`src/rtl/addsub_op_sequencer.sv`:
```
// Handshaked sequencer around an external combinational add/sub unit: registers the
// operands, captures result and flag, and maintains an accumulator and error counter.
module addsub_op_sequencer #(
    parameter int WIDTH    = 5,
    parameter int ERRW     = 8,
    parameter bit SAT_HOLD = 1'b1
) (
    input  logic             clk,
    input  logic             rst_n,
    input  logic             req_valid,
    output logic             req_ready,
    input  logic [2:0]       req_op,
    input  logic [WIDTH-1:0] req_a,
    input  logic [WIDTH-1:0] req_b,
    output logic             res_valid,
    input  logic             res_ready,
    output logic [WIDTH-1:0] res_data,
    output logic             res_err,
    output logic [WIDTH-1:0] acc_q,
    output logic [ERRW-1:0]  err_cnt,
    output logic [WIDTH-1:0] add_a,
    output logic [WIDTH-1:0] add_b,
    output logic             add_sub,
    input  logic [WIDTH-1:0] add_out,
    input  logic             add_c
);
    typedef enum logic [1:0] {IDLE, EXEC, DONE} state_t;

    localparam logic [2:0] OP_ADD    = 3'b000;
    localparam logic [2:0] OP_SUB    = 3'b001;
    localparam logic [2:0] OP_ACCADD = 3'b010;
    localparam logic [2:0] OP_ACCSUB = 3'b011;
    localparam logic [2:0] OP_CLR    = 3'b100;

    localparam logic [ERRW-1:0] ERR_MAX = {ERRW{1'b1}};
    localparam logic [ERRW-1:0] ERR_ONE = {{(ERRW-1){1'b0}}, 1'b1};

    state_t           state_reg, state_next;
    logic [2:0]       op_reg;
    logic [WIDTH-1:0] add_a_reg, add_b_reg;
    logic             add_sub_reg;
    logic [WIDTH-1:0] res_data_reg, acc_reg;
    logic             res_err_reg;
    logic [ERRW-1:0]  err_cnt_reg;

    logic             op_arith, op_acc, op_illegal;
    logic             cap_err;

    always_ff @(posedge clk or negedge rst_n) begin
        if (!rst_n) begin
            state_reg <= IDLE;
        end else begin
            state_reg <= state_next;
        end
    end

    always_comb begin
        state_next = state_reg;
        case (state_reg)
            IDLE:    if (req_valid) state_next = EXEC;
            EXEC:    state_next = DONE;
            DONE:    if (res_ready) state_next = IDLE;
            default: state_next = IDLE;
        endcase
    end

    // Decode of the op latched at accept; consumed during EXEC.
    always_comb begin
        op_acc     = (op_reg == OP_ACCADD) || (op_reg == OP_ACCSUB);
        op_arith   = (op_reg == OP_ADD) || (op_reg == OP_SUB) || op_acc;
        op_illegal = !op_arith && (op_reg != OP_CLR);
        cap_err    = op_arith ? add_c : op_illegal;
    end

    always_ff @(posedge clk or negedge rst_n) begin
        if (!rst_n) begin
            op_reg       <= OP_ADD;
            add_a_reg    <= '0;
            add_b_reg    <= '0;
            add_sub_reg  <= 1'b0;
            res_data_reg <= '0;
            res_err_reg  <= 1'b0;
            acc_reg      <= '0;
            err_cnt_reg  <= '0;
        end else begin
            if (state_reg == IDLE && req_valid) begin
                op_reg <= req_op;
                case (req_op)
                    OP_ADD, OP_SUB: begin
                        add_a_reg   <= req_a;
                        add_b_reg   <= req_b;
                        add_sub_reg <= req_op[0];
                    end
                    OP_ACCADD, OP_ACCSUB: begin
                        add_a_reg   <= acc_reg;
                        add_b_reg   <= req_a;
                        add_sub_reg <= req_op[0];
                    end
                    default: ;
                endcase
            end
            if (state_reg == EXEC) begin
                res_data_reg <= op_arith ? add_out : '0;
                res_err_reg  <= cap_err;
                if (op_reg == OP_CLR) begin
                    acc_reg <= '0;
                end else if (op_acc && (!add_c || !SAT_HOLD)) begin
                    acc_reg <= add_out;
                end
                if (cap_err && err_cnt_reg != ERR_MAX) begin
                    err_cnt_reg <= err_cnt_reg + ERR_ONE;
                end
            end
        end
    end

    assign req_ready = (state_reg == IDLE);
    assign res_valid = (state_reg == DONE);
    assign res_data  = res_data_reg;
    assign res_err   = res_err_reg;
    assign acc_q     = acc_reg;
    assign err_cnt   = err_cnt_reg;
    assign add_a     = add_a_reg;
    assign add_b     = add_b_reg;
    assign add_sub   = add_sub_reg;
endmodule

```
`config.mk`:
```
export PLATFORM = sky130hd
export DESIGN_NAME = addsub_op_sequencer
export DESIGN_NICKNAME = d
export VERILOG_FILES = /design/src/rtl/addsub_op_sequencer.sv
export SDC_FILE = /design/constraint.sdc
export NUM_CORES = 1
export LEC_CHECK = 0
export BUFFER_PORTS_ARGS = -buffer_cell sky130_fd_sc_hd__buf_2
export CAP_MARGIN = 20
export CORE_MARGIN = 2
export CORE_UTILIZATION = 35
export CTS_CLUSTER_SIZE = 8
export DETAILED_ROUTE_END_ITERATION = 8
export GPL_TIMING_DRIVEN = 0
export PLACE_DENSITY = 0.7
export SETUP_SLACK_MARGIN = 0.1
export SYNTH_ARGS = -nofsm -noshare
export SYNTH_HDL_FRONTEND = slang
export SYNTH_SLANG_ARGS = --single-unit
```
`constraint.sdc`:
```
create_clock -name clk -period 5.4 [get_ports clk]
set_clock_uncertainty 0.2 [all_clocks]
set_input_delay 0.54 -clock clk [delete_from_list [all_inputs] [get_ports clk]]
set_output_delay 0.54 -clock clk [all_outputs]
set_load 0.05 [all_outputs]
```
==> metrics.json, run 1 <==
{
  "outcome": {"value": "completed"},
  "fin_area": {"value": 2040, "unit": "sq um"},
  "initial_antenna_violation_count": {"value": 0},
  "final.setup.tns": {"value": 0, "unit": "ps"},
  "netlist_top_cells_area": {"value": "sky130_fd_sc_hd__dfrtp_1 (55%), sky130_fd_sc_hd__mux2i_1 (6.3%), sky130_fd_sc_hd__a21oi_1 (3.8%)"},
  "clock_insertion_delay_at_the_later_pin_of_the_skew_report": {"value": 280, "unit": "ps"},
  "synth_top_cell_area_share": {"value": 55.2, "unit": "%"},
  "first_global_vias": {"value": 1183},
  "avgRoutedWirePerCell": {"value": 13.2, "unit": "um"},
  "post_cts_buffers": {"value": 0},
  "dr.pass1.iters": {"value": 4},
  "finalPower": {"value": 1.40, "unit": "mW"},
  "synth.avg_cell_area": {"value": 11.4, "unit": "sq um"},
  "critPathTopFamily": {"value": "flip-flops"},
  "fp-row-count": {"value": 24},
  "tritoncts": {"value": "done"},
  "grt_setup_unrepaired": {"value": "no"},
  "cts_num_sinks": {"value": 35},
  "headroom_to_the_max_slew_limit": {"value": 47.8, "unit": "%"},
  "gp_congestion": {"value": 0.789},
  "timing.rr.start": {"value": "state_reg[1]"},
  "top_level_ports": {"value": 55},
  "met2_usage": {"value": 22.4, "unit": "%"},
  "synthDominantAreaCellType": {"value": "sky130_fd_sc_hd__dfrtp_1"},
  "io_buf_count": {"value": 54},
  "antenna_cells": {"value": 0},
  "overall_track_demand_over_capacity_in_global_routing": {"value": 14.3, "unit": "%"},
  "synth_ff_type": {"value": "sky130_fd_sc_hd__dfrtp_1"},
  "period_needed": {"value": 1900, "unit": "ps"},
  "critical_path.max_stage_delay": {"value": 410, "unit": "ps"},
  "worstPathCellList": {"value": "nand2b_1 > inv_1 > buf_2"},
  "gr-usage-met3": {"value": 3.23, "unit": "%"},
  "worst_pin_slew": {"value": 784, "unit": "ps"},
  "final_antenna_net_count": {"value": 0},
  "synth.cell_area": {"value": 1590, "unit": "sq um"},
  "route.detailed.drc": {"value": 0},
  "cap_viol_max_count": {"value": 0},
  "overflow": {"value": 0},
  "die-area": {"value": 5080, "unit": "sq um"},
  "yosysWarnings": {"value": 0},
  "vias_per_cell": {"value": 4.88},
  "power.leakage": {"value": 1.03, "unit": "nW"},
  "core-area": {"value": 4350, "unit": "sq um"},
  "clockBufferDepth": {"value": 2},
  "report.final.hold_viol_count": {"value": 0},
  "post_cts_resize_count": {"value": 0},
  "grt_max_degree": {"value": 36},
  "htree_levels": {"value": 2},
  "finalNetCount": {"value": 224},
  "crit_path_start_kind": {"value": "register"},
  "netlist_top_cells_count": {"value": "sky130_fd_sc_hd__dfrtp_1 (35), sky130_fd_sc_hd__nor2_1 (15), sky130_fd_sc_hd__a21oi_1 (12), sky130_fd_sc_hd__nand2_1 (12), sky130_fd_sc_hd__mux2i_1 (10)"},
  "maxClockFrequency": {"value": 527, "unit": "MHz"},
  "synth-async-reset-ratio": {"value": 100, "unit": "%"},
  "arrival": {"value": 1160, "unit": "ps"},
  "finalMaxSlewViolations": {"value": 0},
  "busiest_layer_in_global_routing": {"value": "met2"},
  "yosys.cell_count.top_type": {"value": "sky130_fd_sc_hd__dfrtp_1"},
  "die_w": {"value": 71.3, "unit": "um"},
  "synth_cell_type_count": {"value": 33},
  "synth_seq_cells": {"value": 35},
  "min_period_over_period": {"value": 35.1, "unit": "%"},
  "cp-startpoint": {"value": "state_reg[0]"},
  "finalSetupViolations": {"value": 0},
  "ir_worst_vdd": {"value": 0.000365, "unit": "V"},
  "ys_seq_area_share": {"value": 55.2, "unit": "%"},
  "critical_path.slowest_cell": {"value": "sky130_fd_sc_hd__dfrtp_1"},
  "synth_fp_nets": {"value": 163},
  "clock-root-buffer": {"value": "sky130_fd_sc_hd__clkbuf_8"},
  "via_count": {"value": 1235},
  "starting_density_of_the_core": {"value": 36.4, "unit": "%"},
  "worstPathBufferInverterCount": {"value": 2},
  "worst_setup_path_end_kind": {"value": "output port"},
  "powerDensity": {"value": 689, "unit": "nW/um^2"},
  "synth_edf_count": {"value": 0},
  "syn-instance-count": {"value": 139},
  "post_dp_cell_area": {"value": 1920, "unit": "sq um"},
  "detailedPlacementHpwl": {"value": 2580, "unit": "um"},
  "multi_input_comb_area": {"value": 676, "unit": "sq um"},
  "largest_register_ffs": {"value": 8},
  "drt-initial-drc-count": {"value": 37},
  "path_clk_slew": {"value": 70, "unit": "ps"},
  "hold_class": {"value": "input port to asynchronous set/reset pin"},
  "seqCellArea": {"value": 876, "unit": "sq um"},
  "fillers": {"value": 417},
  "final_core_util": {"value": 46.8, "unit": "%"},
  "drive_above_1_share": {"value": 37.3, "unit": "%"},
  "grt_util_met1": {"value": 19.4, "unit": "%"},
  "critPathMaxFanout": {"value": 4},
  "post_cts_hold_buffer_count": {"value": 0},
  "worstSetupPathType": {"value": "register to output port"},
  "detail_route.wirelength": {"value": 3350, "unit": "um"},
  "cts_buffer_count": {"value": 5},
  "grt_pass1_wl": {"value": 5720, "unit": "um"},
  "flow.area_growth_from_synthesis": {"value": 28.6, "unit": "%"},
  "critical_path_required": {"value": 4660, "unit": "ps"},
  "die_height": {"value": 71.3, "unit": "um"}
}
[worst reg2reg max path, delay by kind of cell (launching register included)]
family,cells,cell delay [ps]
flip-flops,1,410
multiplexers,1,300
buffers and inverters,1,140
AND/OR/NAND/NOR,3,650
[final timing paths]
check | endpoint | slack (ps) | depth (start not counted)
worst max register to register | err_cnt[5] | 3580 | 5
worst max-delay path | res_valid | 3500 | 3
worst min register to register | res_data[1] | 280 | 2
worst min-delay path | op_reg[0] | 140 | 1
max in group asynchronous | res_data[2] | 4370 | 1
min in group clk | state_reg[1] | 240 | 2
[per-layer routing]
layer / wire length, um / part of all wire, %
met1: 1500 / 45
met5: 0 / 0
met4: 48 / 1.4
met3: 142 / 4.2
met2: 1660 / 50
[layout make-up]
class                      count  share of cell area (%)
sequential                    35                    43.0
multi-input combinational     98                    33.1
timing repair buffer          54                    13.3
clock buffer                   6                    4.05
tap                           52                    3.19
clock inverter                 2                    1.72
buffer                         5                    1.47
inverter                       1                   0.184
[stage by stage]
stage	hold WS [ps]	std cells	worst slack, ps
detailed placement	271	245	3400
global route	187	253	3430
finish	137	253	3500
CTS	168	253	3490
floorplan	44.4	139	3420
global placement	259	245	3440
[kinds of logic (layout without fill, tap and decap cells)]
group / count (synthesis) / after routing / synth area share, %
adders and majority gates: 1 / 1 / 0.789
AOI/OAI and AO/OA: 24 / 24 / 8.92
muxes: 17 / 17 / 11.5
and+or+nand+nor: 53 / 53 / 19.7
xor gates and xnor gates: 3 / 3 / 1.66
DFF: 35 / 35 / 55.2
buffers and inverters: 6 / 68 / 2.13
[placed cells by master (no fill, tap or decap), drive strengths merged, types with 2 or more instances in the layout]
cell type,synthesis,final
nand3,3,3
mux2i,10,10
nand2b,9,9
clkbuf,2,8
nand2,12,12
xnor2,2,2
a21oi,12,12
a22o,5,5
dfrtp,35,35
mux2,7,7
nor3b,2,2
buf,3,57
nor4,2,2
o21ai,6,6
nand4,4,4
nor2,15,15
[report_power, final]
group | internal, mW | switching (mW) | total [mW]
Sequential | 0.373 | 0.0916 | 0.464
Combinational | 0.183 | 0.514 | 0.697
Clock | 0.149 | 0.0935 | 0.243
Total | 0.705 | 0.699 | 1.40
Note: power is estimated with default switching activity, not from simulation.
==> run 2, diff against run 1 <==
- clock period: 5.4 -> 1.88 ns (I/O delays scaled with it)
==> metrics.json, run 2 (synthesis gave the netlist of run 1 again) <==
{
  "drt-initial-drc-count": {"value": 39, "change": "+5.4%"},
  "final.setup.tns": {"value": 0, "unit": "ps", "change": "unchanged"},
  "finalMaxSlewViolations": {"value": 0, "change": "unchanged"},
  "grt_setup_unrepaired": {"value": "yes"},
  "overall_track_demand_over_capacity_in_global_routing": {"value": 15.6, "unit": "%", "change": "+1.2 points"},
  "arrival": {"value": 1750, "unit": "ps", "change": "+590 ps"},
  "maxClockFrequency": {"value": 563, "unit": "MHz"},
  "fp-row-count": {"value": 24, "change": "unchanged"},
  "gp_congestion": {"value": 0.705, "change": "-11%"},
  "wl_met2": {"value": 1860, "unit": "um", "change": "+12%"},
  "tritoncts": {"value": "done"},
  "critPathTopFamily": {"value": "simple AND/OR/NAND/NOR gates"},
  "overflow": {"value": 0, "change": "unchanged"},
  "critical_path_required": {"value": 1850, "unit": "ps", "change": "-2810 ps"},
  "ir_worst_vdd": {"value": 0.000895, "unit": "V", "change": "+150%"},
  "avgRoutedWirePerCell": {"value": 13.9, "unit": "um", "change": "+4.8%"},
  "antenna_cells": {"value": 0, "change": "unchanged"},
  "route.detailed.drc": {"value": 0, "change": "unchanged"},
  "starting_density_of_the_core": {"value": 36.4, "unit": "%", "change": "unchanged"},
  "detail_route.wirelength": {"value": 3710, "unit": "um", "change": "+11%"},
  "layout.cells.most_common": {"value": "sky130_fd_sc_hd__buf_2"},
  "worst_setup_path_end_kind": {"value": "register"},
  "detailedPlacementHpwl": {"value": 2510, "unit": "um", "change": "-2.4%"},
  "multi_input_comb_area": {"value": 726, "unit": "sq um", "change": "+7.4%"},
  "die_height": {"value": 71.3, "unit": "um", "change": "unchanged"},
  "vias_per_cell": {"value": 4.87, "change": "-0.26%"},
  "min_period_over_period": {"value": 94.5, "unit": "%"},
  "critPathMaxFanout": {"value": 4, "change": "unchanged"},
  "critical_path.max_stage_delay": {"value": 410, "unit": "ps", "change": "about the same"},
  "fin_worst_hold_slack": {"value": 10.2, "unit": "ps", "change": "-126 ps"},
  "critical_path.slowest_cell": {"value": "sky130_fd_sc_hd__dfrtp_2"},
  "layout.cells.most_common_list": {"value": "sky130_fd_sc_hd__buf_2 (55), sky130_fd_sc_hd__dfrtp_1 (27), sky130_fd_sc_hd__nor2_1 (14)"},
  "core-area": {"value": 4350, "unit": "sq um", "change": "unchanged"},
  "flow.area_growth_from_synthesis": {"value": 39.6, "unit": "%"},
  "die-area": {"value": 5080, "unit": "sq um", "change": "unchanged"},
  "first_global_vias": {"value": 1308, "change": "+11%"},
  "cts_num_sinks": {"value": 35, "change": "unchanged"},
  "worstSetupPathType": {"value": "register to register"},
  "via_count": {"value": 1300, "change": "+5.3%"},
  "cap_viol_max_count": {"value": 0, "change": "unchanged"},
  "die_w": {"value": 71.3, "unit": "um", "change": "unchanged"},
  "cts_buffer_count": {"value": 5, "change": "unchanged"},
  "powerDensity": {"value": 1860, "unit": "nW/um^2", "change": "+170%"},
  "dr.pass1.iters": {"value": 4, "change": "unchanged"},
  "top_level_ports": {"value": 55, "change": "unchanged"},
  "largest_register_ffs": {"value": 8, "change": "unchanged"},
  "clock_insertion_delay_at_the_later_pin_of_the_skew_report": {"value": 290, "unit": "ps", "change": "about the same"},
  "fillers": {"value": 392, "change": "-6.0%"},
  "drive_above_1_share": {"value": 42.8, "unit": "%", "change": "+5.5 points"},
  "crit_path_start_kind": {"value": "register"},
  "grt_pass1_wl": {"value": 6150, "unit": "um", "change": "+7.5%"},
  "initial_antenna_violation_count": {"value": 0, "change": "unchanged"},
  "worstPathBufferInverterCount": {"value": 1, "change": "-1"},
  "power.leakage": {"value": 1.07, "unit": "nW", "change": "+4.6%"},
  "period_needed": {"value": 1780, "unit": "ps"},
  "final_antenna_net_count": {"value": 0, "change": "unchanged"},
  "worst_pin_slew": {"value": 789, "unit": "ps", "change": "+5.68 ps"},
  "outcome": {"value": "completed"},
  "htree_levels": {"value": 2, "change": "unchanged"},
  "headroom_to_the_max_slew_limit": {"value": 47.4, "unit": "%", "change": "-0.38 points"},
  "route.met3.wl": {"value": 183, "unit": "um", "change": "+29%"},
  "maxUsedRoutingLayer": {"value": "met4"},
  "worstPathCellList": {"value": "buf_4 > nand3_1 > nor4_4 > nand3_2 > mux2_4"},
  "path_clk_slew": {"value": 70, "unit": "ps", "change": "about the same"},
  "report.final.hold_viol_count": {"value": 0, "change": "unchanged"},
  "hold_class": {"value": "input port to register"},
  "detail_route.wirelength.met1": {"value": 1620, "unit": "um", "change": "+7.9%"},
  "clockBufferDepth": {"value": 2, "change": "unchanged"},
  "grt_max_degree": {"value": 36, "change": "unchanged"},
  "io_buf_count": {"value": 54, "change": "unchanged"},
  "finalSetupViolations": {"value": 0, "change": "unchanged"},
  "seqCellArea": {"value": 886, "unit": "sq um", "change": "+1.1%"},
  "clock-root-buffer": {"value": "sky130_fd_sc_hd__clkbuf_8"},
  "finalNetCount": {"value": 238, "change": "+6.3%"}
}
-- run 2: cell type report --
type	count	area share, %
Buffer	5	1.47
Clock buffer	8	4.52
Inverter	1	0.170
Multi-Input combinational cell	98	32.8
Sequential cell	35	40.0
Tap cell	52	2.94
Timing Repair Buffer	68	18.1
-- run 2: where the power goes --
group          internal [mW]  switching (mW)
registers               1.08           0.273
logic                  0.629            1.54
clock network          0.334           0.262
-- run 2: what timing repair did --
action / 4_1_cts / 5_1_grt
hold buffers: 10 / 0
gates resized for setup: 6 / 7
setup buffers: 0 / 4
hold endpoints to repair: 50 / 0
pin swaps: 1 / 4
endpoints found under the setup margin: 14 / 16
-- run 2: worst reg2reg max path: stages, from the launching register on --
cell	delay (ps)
sky130_fd_sc_hd__dfrtp_2	410
sky130_fd_sc_hd__buf_4	120
sky130_fd_sc_hd__nand3_1	110
sky130_fd_sc_hd__nor4_4	400
sky130_fd_sc_hd__nand3_2	120
sky130_fd_sc_hd__mux2_4	300
-- run 2: final timing paths --
kind	start	to	slack, ps	depth (start not counted)
max in group asynchronous	rst_n	err_cnt[4]	600	2
min reg2reg	res_data[2]	res_data[2]	280	2
min	req_b[2]	add_b[2]	10	3
max	err_cnt[0]	err_cnt[5]	100	5
max reg2reg	err_cnt[0]	err_cnt[5]	100	5
min in group asynchronous	rst_n	err_cnt[6]	320	2
-- run 2: through the flow --
step / instance area [sq um] / power (mW) / worst slack (ps) / utilization, % / std cells
after floorplan: 1590 / 2.88 / 90.5 / - / 139
after global placement: 1930 / 3.34 / 70.8 / 44.3 / 245
after detailed placement: 1930 / 3.38 / 63.4 / 44.3 / 245
after CTS: 2160 / 4.06 / 68.8 / 49.5 / 263
after global routing: 2210 / 4.36 / 54.9 / 50.8 / 267
final: 2210 / 4.12 / 103 / 50.8 / 267
-- run 2: metal layers --
layer,vias to the layer above,track usage [%]
met5,-,0
met4,0,5.03
met3,5,4.92
met2,32,25.5
met1,626,19.6
li1,637,-
